### src/rtl/vga_pixel_fetch_pkg.sv
// rtl/vga_pixel_fetch_pkg.sv - shared types and widths for the VGA pixel fetch path
package vga_pixel_fetch_pkg;

  typedef enum logic [1:0] {
    IDLE    = 2'd0,
    PENDING = 2'd1,
    ACK     = 2'd2
  } swapState_t;

  localparam int ADDR_W  = 18;
  localparam int RED_W   = 3;
  localparam int GREEN_W = 3;
  localparam int BLUE_W  = 2;
  localparam int PIXEL_W = RED_W + GREEN_W + BLUE_W;

endpackage

### src/rtl/sync_delay_line.sv
// rtl/sync_delay_line.sv - fixed-depth shift register keeping syncs aligned with fetched pixels
module sync_delay_line #(
  parameter int                WIDTH       = 1,
  parameter int                DEPTH       = 1,
  parameter logic [WIDTH-1:0]  RESET_VALUE = '1
) (
  input  logic             clk25,
  input  logic             reset,
  input  logic [WIDTH-1:0] dataIn,
  output logic [WIDTH-1:0] dataOut
);

  logic [WIDTH-1:0] stages [DEPTH];

  always_ff @(posedge clk25 or posedge reset) begin
    if (reset) begin
      for (int i = 0; i < DEPTH; i++) stages[i] <= RESET_VALUE;
    end else begin
      stages[0] <= dataIn;
      for (int i = 1; i < DEPTH; i++) stages[i] <= stages[i-1];
    end
  end

  assign dataOut = stages[DEPTH-1];

endmodule

### src/rtl/vga_pixel_fetch.sv
// rtl/vga_pixel_fetch.sv - frame-buffer pixel fetch with double-buffer swap at vertical sync
module vga_pixel_fetch
  import vga_pixel_fetch_pkg::*;
#(
  parameter int MEM_LATENCY = 2
) (
  input  logic               clk25,
  input  logic               reset,
  input  logic               draw,
  input  logic [7:0]         xCoord,
  input  logic [8:0]         yCoord,
  input  logic               hSyncIn,
  input  logic               vSyncIn,
  output logic [ADDR_W-1:0]  memAddr,
  input  logic [PIXEL_W-1:0] memData,
  input  logic               swapReq,
  output logic               swapAck,
  output logic               backBank,
  output logic               frameStart,
  output logic [RED_W-1:0]   red,
  output logic [GREEN_W-1:0] green,
  output logic [BLUE_W-1:0]  blue,
  output logic               hSyncOut,
  output logic               vSyncOut
);

  // Address register + memory latency + output register.
  localparam int L = MEM_LATENCY + 2;

  swapState_t          state, nextState;
  logic                displayBank;
  logic                bankToggle;
  logic                vPrev;
  logic                vFall, vRise;
  logic [PIXEL_W-1:0]  memDataQ;
  logic [PIXEL_W-1:0]  pixelQ;
  logic                drawDelayed;
  logic [2:0]          syncOut;

  assign vFall    = vPrev & ~vSyncIn;
  assign vRise    = ~vPrev & vSyncIn;
  assign backBank = ~displayBank;

  always_ff @(posedge clk25 or posedge reset) begin
    if (reset) begin
      memAddr     <= '0;
      memDataQ    <= '0;
      pixelQ      <= '0;
      vPrev       <= 1'b1;
      frameStart  <= 1'b0;
      displayBank <= 1'b0;
    end else begin
      memAddr    <= {displayBank, yCoord, xCoord};
      memDataQ   <= memData;
      pixelQ     <= memDataQ;
      vPrev      <= vSyncIn;
      frameStart <= vRise;
      if (bankToggle) displayBank <= ~displayBank;
    end
  end

  always_ff @(posedge clk25 or posedge reset) begin
    if (reset) state <= IDLE;
    else       state <= nextState;
  end

  // Falls are only acted on in PENDING, so one swap per request per vertical sync.
  always_comb begin
    nextState  = state;
    bankToggle = 1'b0;
    swapAck    = 1'b0;
    case (state)
      IDLE: begin
        if (swapReq) nextState = PENDING;
      end
      PENDING: begin
        if (vFall) begin
          nextState  = ACK;
          bankToggle = 1'b1;
        end
      end
      ACK: begin
        swapAck = 1'b1;
        if (!swapReq) nextState = IDLE;
      end
      default: nextState = IDLE;
    endcase
  end

  // Syncs idle high, draw idles low.
  sync_delay_line #(
    .WIDTH      (3),
    .DEPTH      (L),
    .RESET_VALUE(3'b110)
  ) u_syncDelay (
    .clk25  (clk25),
    .reset  (reset),
    .dataIn ({hSyncIn, vSyncIn, draw}),
    .dataOut(syncOut)
  );

  assign hSyncOut    = syncOut[2];
  assign vSyncOut    = syncOut[1];
  assign drawDelayed = syncOut[0];

  assign {red, green, blue} = drawDelayed ? pixelQ : '0;

endmodule

### config.mk
export PLATFORM = sky130hd
export DESIGN_NAME = vga_pixel_fetch
export DESIGN_NICKNAME = d
export VERILOG_FILES = /design/src/rtl/vga_pixel_fetch_pkg.sv /design/src/rtl/sync_delay_line.sv /design/src/rtl/vga_pixel_fetch.sv
export SDC_FILE = /design/constraint.sdc
export NUM_CORES = 1
export LEC_CHECK = 0
export ABC_AREA = 1
export CORE_MARGIN = 10
export CORE_UTILIZATION = 36
export CTS_CLUSTER_DIAMETER = 100
export DETAILED_ROUTE_END_ITERATION = 12
export PLACE_DENSITY = 0.79
export SLEW_MARGIN = 0
export SYNTH_ARGS = -nofsm -noshare
export SYNTH_HDL_FRONTEND = slang
export SYNTH_SLANG_ARGS = --single-unit
### constraint.sdc
create_clock -name clk25 -period 1.4 [get_ports clk25]
set_clock_uncertainty 0.05 [all_clocks]
set_input_delay 0.28 -clock clk25 [delete_from_list [all_inputs] [get_ports clk25]]
set_output_delay 0.28 -clock clk25 [all_outputs]
set_load 0.02 [all_outputs]
==> results of run 1 <==
## routing by layer
metal  GRT usage  up-vias  part of all wire
li1            -      396                 -
met1      0.0956      398              0.38
met2       0.156       44              0.49
met3      0.0464        6              0.12
met4      0.0502        0             0.013
met5           0        -                 0
## power groups by stage
stage	Clock, W	Combinational (W)	Sequential [W]
after global routing	0.00107	0.000559	0.00163
after detailed placement	0	0.000550	0.00164
after global placement	0	0.000530	0.00164
after CTS	0.00100	0.000510	0.00161
after floorplan	0	0.000154	0.00169
final	0.000966	0.000504	0.00161
## worst max-delay path, cell delays in order, from the launching register on
cell and delay [ns]:
dfrtp_2 0.44, buf_6 0.14, nand2_2 0.05, inv_2 0.04, buf_6 0.12
## layout make-up
cell class	instances	area [sq um]	area share
tap	48	60.1	0.0270
multi-input combinational	21	103	0.0461
sequential	50	1260	0.567
clock inverter	2	37.5	0.0169
clock buffer	6	72.6	0.0326
timing repair buffer	68	633	0.285
inverter	14	56.3	0.0253
## metrics by stage
stage | instances | area (sq um) | hold WS [ns]
after global routing | 209 | 2220 | 0.310
final | 209 | 2220 | 0.301
after detailed placement | 199 | 2130 | 0.285
after global placement | 199 | 2130 | 0.282
after floorplan | 86 | 1410 | 0.234
after CTS | 209 | 2190 | 0.304
## sequential cells by signal (all words and copies together), names as in the netlist
| register | flops |
|---|---|
| u_syncDelay.stages | 9 |
| memAddr | 18 |
| memDataQ | 8 |
| u_syncDelay.dataOut | 3 |
| displayBank | 1 |
| pixelQ | 8 |
| state | 2 |
| frameStart | 1 |
## cells in the final DEF, fill, tap and decap left out
cell type	synthesis	routed
buf_6	0	7
clkdlybuf4s50_1	0	30
dfrtp_1	42	41
dlygate4sd2_1	0	19
dfstp_2	8	8
inv_1	13	7
clkinvlp_4	0	2
nand3_1	2	2
bufinv_16	0	1
nor2_1	2	1
clkbuf_1	0	1
dfrtp_2	0	1
buf_2	1	6
buf_4	0	5
nor2_2	2	3
inv_2	1	6
buf_12	0	1
nand2_1	14	9
nand2_2	0	5
clkbuf_8	0	5
o21ai_1	1	1
## worst max-delay path by stage
stage	end	slack [ns]	cells after the start
2_1_floorplan	swapAck	0.36	2
4_1_cts	red[0]	-0.06	4
3_5_place_dp	green[1]	-0.13	3
3_3_place_gp	red[1]	-0.07	3
5_1_grt	red[2]	-0.06	4
6_report	red[2]	-0.007	4
## repair_timing
item | CTS | global route
endpoints found under the setup margin | 31 | 8
buffers inserted | 2 | 0
endpoints found under the hold margin | 0 | 0
resized for setup | 71 | 21
## logic make-up after synthesis
| family | count (synthesis) |
|---|---|
| AO/OA/AOI/OAI | 1 |
| buffers and inverters | 15 |
| flip-flops | 50 |
| AND/OR/NAND/NOR | 20 |
==> impl_metrics.py, run 1 <==
metrics = {
    "timing": {
        "timing.final.ws_setup_ns": -0.00692,
        "timing.fmax_ghz": 0.711,
        "layout_min_cycle_time_ns": 1.41,
        "setup_viol": 1,
        "tns_ns": -0.00692,
        "finalHoldViolations": 0,
        "slew_headroom": 0.846,
        "rsz0062_at_grt": "yes",
        "slew_viol_final": 0,
        "tightest_slew_ns": 0.231,
        "layout_worst_path_cycle_share": 1.00,
    },
    "logic_synthesis": {
        "synth_area_in_xor_xnor": 0,
        "postSynthRegisterBits": 50,
        "synth_top_family_by_area": "simple AND/OR/NAND/NOR gates",
        "synth_seq_area_share": 0.897,
        "ys_top_cells_by_area": "dfrtp_1, dfstp_2, nand2_1",
        "yosys.area_share.adder": 0,
        "synth_mux_area_frac": 0,
        "post_synth_instance_area_sq_um": 1410,
        "synth_enable_flop_cells": 0,
        "synth_fp_nets": 117,
        "synthDominantCellAreaShare": 0.747,
        "postSynthCellCount": 86,
        "synth_commonest_cells": "dfrtp_1, nand2_1, inv_1",
        "yosysUniqueCellTypes": 10,
        "postSynth.topFlopCell": "dfrtp_1",
        "yosysWarnings": 0,
        "compound_gate_portion_of_the_synthesized_area": 0.00356,
        "synth_simple_gate_area_share": 0.0587,
        "synthDominantAreaCellType": "dfrtp_1",
        "postSynthAreaPerCell_sq_um": 16.4,
        "asyncSetResetFlopFracSynth": 1.00,
        "yosys.cell_count.top_type": "dfrtp_1",
    },
    "status": {
        "violations": "setup timing",
        "status": "finished with violations",
    },
    "finish": {
        "fin_nets": 191,
        "post-route-util": 0.599,
        "layout-drive-gt1-share": 0.311,
        "area_growth_syn_to_layout_pct": 58.2,
        "num-fill-cells": 294,
        "n_antenna_cell": 0,
    },
    "global_routing": {
        "final_global_route_overflow_total": 0,
        "grt_antenna_before_repair": 0,
        "grt_start_max_net_pins": 33,
        "vias_in_the_first_global_route": 942,
        "grt_usage": 0.0940,
        "grt_pass1_wl_um": 4640,
    },
    "die": {
        "die_width_um": 82.5,
        "floorplan.initialDensity": 0.378,
        "core_area_sq_um": 3720,
        "ios": 62,
        "die-area_sq_um": 6810,
        "rows": 22,
        "dieHeight_um": 82.5,
    },
    "worst_hold_path": {
        "min_from": "memDataQ[5]$_DFF_PP0_",
        "hold_ep": "pixelQ[5]$_DFF_PP0_",
        "hp-class": "flip-flop to flip-flop",
        "min_path_cells": 0,
    },
    "critical_path": {
        "worstReg2RegEnd": "displayBank$_DFFE_PP0P_",
        "crit_path_end_kind": "output port",
        "worstPathArrival_ns": 1.08,
        "r2r_cells": 5,
        "critPathLaunch": "u_syncDelay.dataOut[0]$_DFF_PP0_",
        "critical_path.startpoint_type": "flip-flop",
        "rrSetupSlack_ns": 0.31,
        "critical_path.reg2reg.startpoint": "u_syncDelay.stages[10]$_DFF_PP1_",
        "worstPathRequired_ns": 1.07,
        "cp_max_fo": 5,
        "crit_type": "flip-flop to output port",
    },
    "clocking": {
        "cts_hold_repair.buffers": 0,
        "root_buffer": "clkbuf_8",
        "h_tree_depth_reported_by_cts": 2,
        "tritoncts": "done",
        "cts-buffers-inserted": 5,
        "clock_slew_at_the_register_clock_pins_of_the_worst_setup_and_hold_paths_ns": 0.08,
        "clk_path_buf_depth": 2,
        "cts.sink_count": 50,
        "clkLatencyLatePin_ns": 0.30,
    },
    "detailed_routing": {
        "post_drt_wl_per_cell_um": 14.5,
        "routed_wirelength_um": 3030,
        "detailedRoute.firstPassIterationCount": 2,
        "drtIter0Drc": 28,
        "route.detailed.vias_per_inst": 4.04,
        "drtAntennaViolNets": 0,
        "route.vias.total": 844,
        "detail_route.drc_violations": 0,
    },
    "power_and_ir_drop": {
        "proportion_of_power_drawn_by_flip_flops_and_latches": 0.523,
        "ir_worst_vdd_v": 0.000786,
        "share_clk_of_total_power": 0.313,
        "post-layout-total-power_w": 0.00308,
        "comb_power_share": 0.163,
        "p_leak_nw": 1.08,
        "power_report.internal_total_w": 0.00234,
        "cellPowerDensity_nw_per_um2": 1390,
        "switching_share": 0.240,
        "power.net_switching_w": 0.000741,
    },
    "placed_design": {
        "gp_congestion": 0.774,
        "dp_slack_ns": -0.134,
        "io_buffers": 61,
        "post-dp-hpwl_um": 2390,
    },
    "job": {
        "drv.max_cap_violation_count": 0,
    },
}
Note: power is estimated with default switching activity, not from simulation.
==> run 2, diff against run 1 <==
--- a/config.mk
+++ b/config.mk
@@ -7,10 +7,11 @@
 export LEC_CHECK = 0
 export ABC_AREA = 1
 export CORE_MARGIN = 10
-export CORE_UTILIZATION = 36
+export CORE_UTILIZATION = 38
+export CTS_BUF_LIST = sky130_fd_sc_hd__clkbuf_8
 export CTS_CLUSTER_DIAMETER = 100
 export DETAILED_ROUTE_END_ITERATION = 12
-export PLACE_DENSITY = 0.79
+export PLACE_DENSITY = 0.83
 export SLEW_MARGIN = 0
 export SYNTH_ARGS = -nofsm -noshare
 export SYNTH_HDL_FRONTEND = slang
==> run 2 against run 1 <==
Against the previous run:
- the flow still finishes with violations (setup timing)
- core utilization up 0.93 points
- fmax decreased by 0.63%
- hold slack lost 0.081 ns
- clock-buffer cell count decreased by 1
- sequential power is essentially flat
- sequential share of layout area up 0.84 points
- first-iteration DRC count is 11% higher
- largest cell class unchanged
==> impl_metrics.py, run 2 (synthesis gave the netlist of run 1 again) <==
metrics = {
    "power_and_ir_drop": {
        "comb_power_share": 0.174,
        "power_report.internal_total_w": 0.00216,
        "switching_share": 0.263,
        "ir_worst_vdd_v": 0.000800,
        "share_clk_of_total_power": 0.273,
        "p_leak_nw": 1.08,
        "proportion_of_power_drawn_by_flip_flops_and_latches": 0.553,
        "power.net_switching_w": 0.000769,
        "cellPowerDensity_nw_per_um2": 1330,
    },
    "clocking": {
        "clkLatencyLatePin_ns": 0.29,
        "root_buffer": "clkbuf_8",
        "cts_hold_repair.buffers": 0,
        "h_tree_depth_reported_by_cts": 2,
        "cts-buffers-inserted": 5,
        "clock_slew_at_the_register_clock_pins_of_the_worst_setup_and_hold_paths_ns": 0.09,
        "cts.sink_count": 50,
        "tritoncts": "done",
        "clk_path_buf_depth": 2,
    },
    "timing": {
        "finalHoldViolations": 0,
        "setup_viol": 2,
        "layout_min_cycle_time_ns": 1.42,
        "rsz0062_at_grt": "yes",
        "timing.final.ws_setup_ns": -0.0159,
        "tns_ns": -0.0302,
        "tightest_slew_ns": 0.281,
        "slew_viol_final": 0,
        "slew_headroom": 0.813,
        "layout_worst_path_cycle_share": 1.01,
        "timing.fmax_ghz": 0.706,
    },
    "global_routing": {
        "grt_antenna_before_repair": 0,
        "grt_pass1_wl_um": 4740,
        "final_global_route_overflow_total": 0,
        "grt_usage": 0.0946,
        "grt_start_max_net_pins": 23,
        "vias_in_the_first_global_route": 1002,
    },
    "finish": {
        "largest_register_ff_count": 18,
        "layout_commonest_cell": "dfrtp_1",
        "final_cells": 208,
        "top_regs": "memAddr: 18 flops, u_syncDelay.stages: 9 flops",
        "registers.top_by_ff_count": "memAddr",
        "area_growth_syn_to_layout_pct": 55.9,
        "num-fill-cells": 315,
        "n_antenna_cell": 0,
        "layout-drive-gt1-share": 0.275,
        "fin_nets": 190,
        "layout_common_cells": "dfrtp_1, clkdlybuf4s50_1, dlygate4sd2_1",
    },
    "detailed_routing": {
        "route.detailed.vias_per_inst": 4.15,
        "route.vias.total": 863,
        "detailedRoute.firstPassIterationCount": 4,
        "wl_met2_um": 1440,
        "post_drt_wl_per_cell_um": 14.6,
        "routed_metal_1_wirelength_um": 1160,
        "routed_wirelength_um": 3030,
        "topRoutingLayerUsed": "met4",
        "detail_route.drc_violations": 0,
        "routed-wl-met3_um": 373,
        "drtIter0Drc": 31,
        "drtAntennaViolNets": 0,
    },
    "die": {
        "ios": 62,
        "rows": 22,
        "die-area_sq_um": 6530,
        "die_width_um": 80.8,
        "floorplan.initialDensity": 0.390,
        "core_area_sq_um": 3610,
        "dieHeight_um": 80.8,
    },
    "placed_design": {
        "io_buffers": 61,
        "place.detailed.instances": 199,
        "gp_congestion": 0.793,
        "post-dp-hpwl_um": 2410,
    },
    "critical_path": {
        "crit_type": "flip-flop to output port",
        "cp_max_fo": 7,
        "crit_path_end_kind": "output port",
        "critical_path.reg2reg.startpoint": "u_syncDelay.stages[10]$_DFF_PP1_",
        "worstReg2RegEnd": "displayBank$_DFFE_PP0P_",
        "critical_path.startpoint_type": "flip-flop",
        "worstPathRequired_ns": 1.07,
        "rrSetupSlack_ns": 0.33,
        "worstPathArrival_ns": 1.09,
        "r2r_cells": 5,
    },
    "job": {
        "drv.max_cap_violation_count": 0,
    },
    "status": {
        "status": "finished with violations",
        "violations": "setup timing",
    },
    "worst_hold_path": {
        "hp-class": "input pin to asynchronous set/reset pin",
    },
}
[run 2: changes by cell type in the layout (fill, tap and decap cells not counted), sizes merged]
cell,previous run,this run
clkbuf,6,5
bufinv,1,0
buf,19,18
clkinv,0,2
[run 2: per-stage QoR]
stage	setup WS, ns	power (W)	util	hold WS (ns)	instance area [sq um]
final	-0.0159	0.00293	0.608	0.220	2190
after global routing	-0.0737	0.00308	0.608	0.229	2190
after CTS	-0.0738	0.00297	0.602	0.218	2170
after detailed placement	-0.138	0.00220	0.593	0.285	2140
after global placement	-0.0717	0.00217	0.593	0.282	2140
after floorplan	0.364	0.00185	-	0.234	1410
[run 2: area by class of cell]
cell class	instances	area, sq um	area share
sequential	50	1260	0.576
clock buffer	5	68.8	0.0314
clock inverter	3	21.3	0.00970
multi-input combinational	21	105	0.0479
inverter	14	56.3	0.0257
timing repair buffer	67	618	0.282
tap	48	60.1	0.0274
[run 2: how the worst max path moves through the flow]
stage / from / endpoint / slack, ns / cells after the start
6_report: u_syncDelay.dataOut[0]$_DFF_PP0_ / red[0] / -0.02 / 4
5_1_grt: u_syncDelay.dataOut[0]$_DFF_PP0_ / blue[0] / -0.07 / 4
3_3_place_gp: u_syncDelay.dataOut[0]$_DFF_PP0_ / green[0] / -0.07 / 3
2_1_floorplan: state[1]$_DFFE_PP0P_ / swapAck / 0.36 / 2
4_1_cts: u_syncDelay.dataOut[0]$_DFF_PP0_ / red[0] / -0.07 / 4
3_5_place_dp: u_syncDelay.dataOut[0]$_DFF_PP0_ / green[0] / -0.14 / 3
[run 2: timing repair]
| item | 4_1_cts | 5_1_grt |
|---|---|---|
| gates cloned | 0 | 0 |
| pin swaps | 0 | 1 |
| setup endpoints to repair | 31 | 6 |
| buffers inserted | 1 | 0 |
| resized for setup | 68 | 14 |
[run 2: critical path, stage by stage, from the launching register on]
cell and delay, ns:
dfrtp_2 0.46, buf_6 0.14, nand2_4 0.05, inv_2 0.03, buf_6 0.12
[run 2: per-layer routing]
metal  GRT usage  vias to the layer above
met3      0.0530                        9
li1            -                      392
met4      0.0363                        0
met1       0.101                      414
met5           0                        -
met2       0.154                       48
[run 2: power groups by stage]
| stage | clock network (W) | logic, W | registers (W) |
|---|---|---|---|
| after global placement | 0 | 0.000533 | 0.00164 |
| after CTS | 0.000842 | 0.000516 | 0.00161 |
| final | 0.000799 | 0.000510 | 0.00162 |
| after detailed placement | 0 | 0.000561 | 0.00164 |
| after global routing | 0.000888 | 0.000557 | 0.00163 |
| after floorplan | 0 | 0.000154 | 0.00169 |
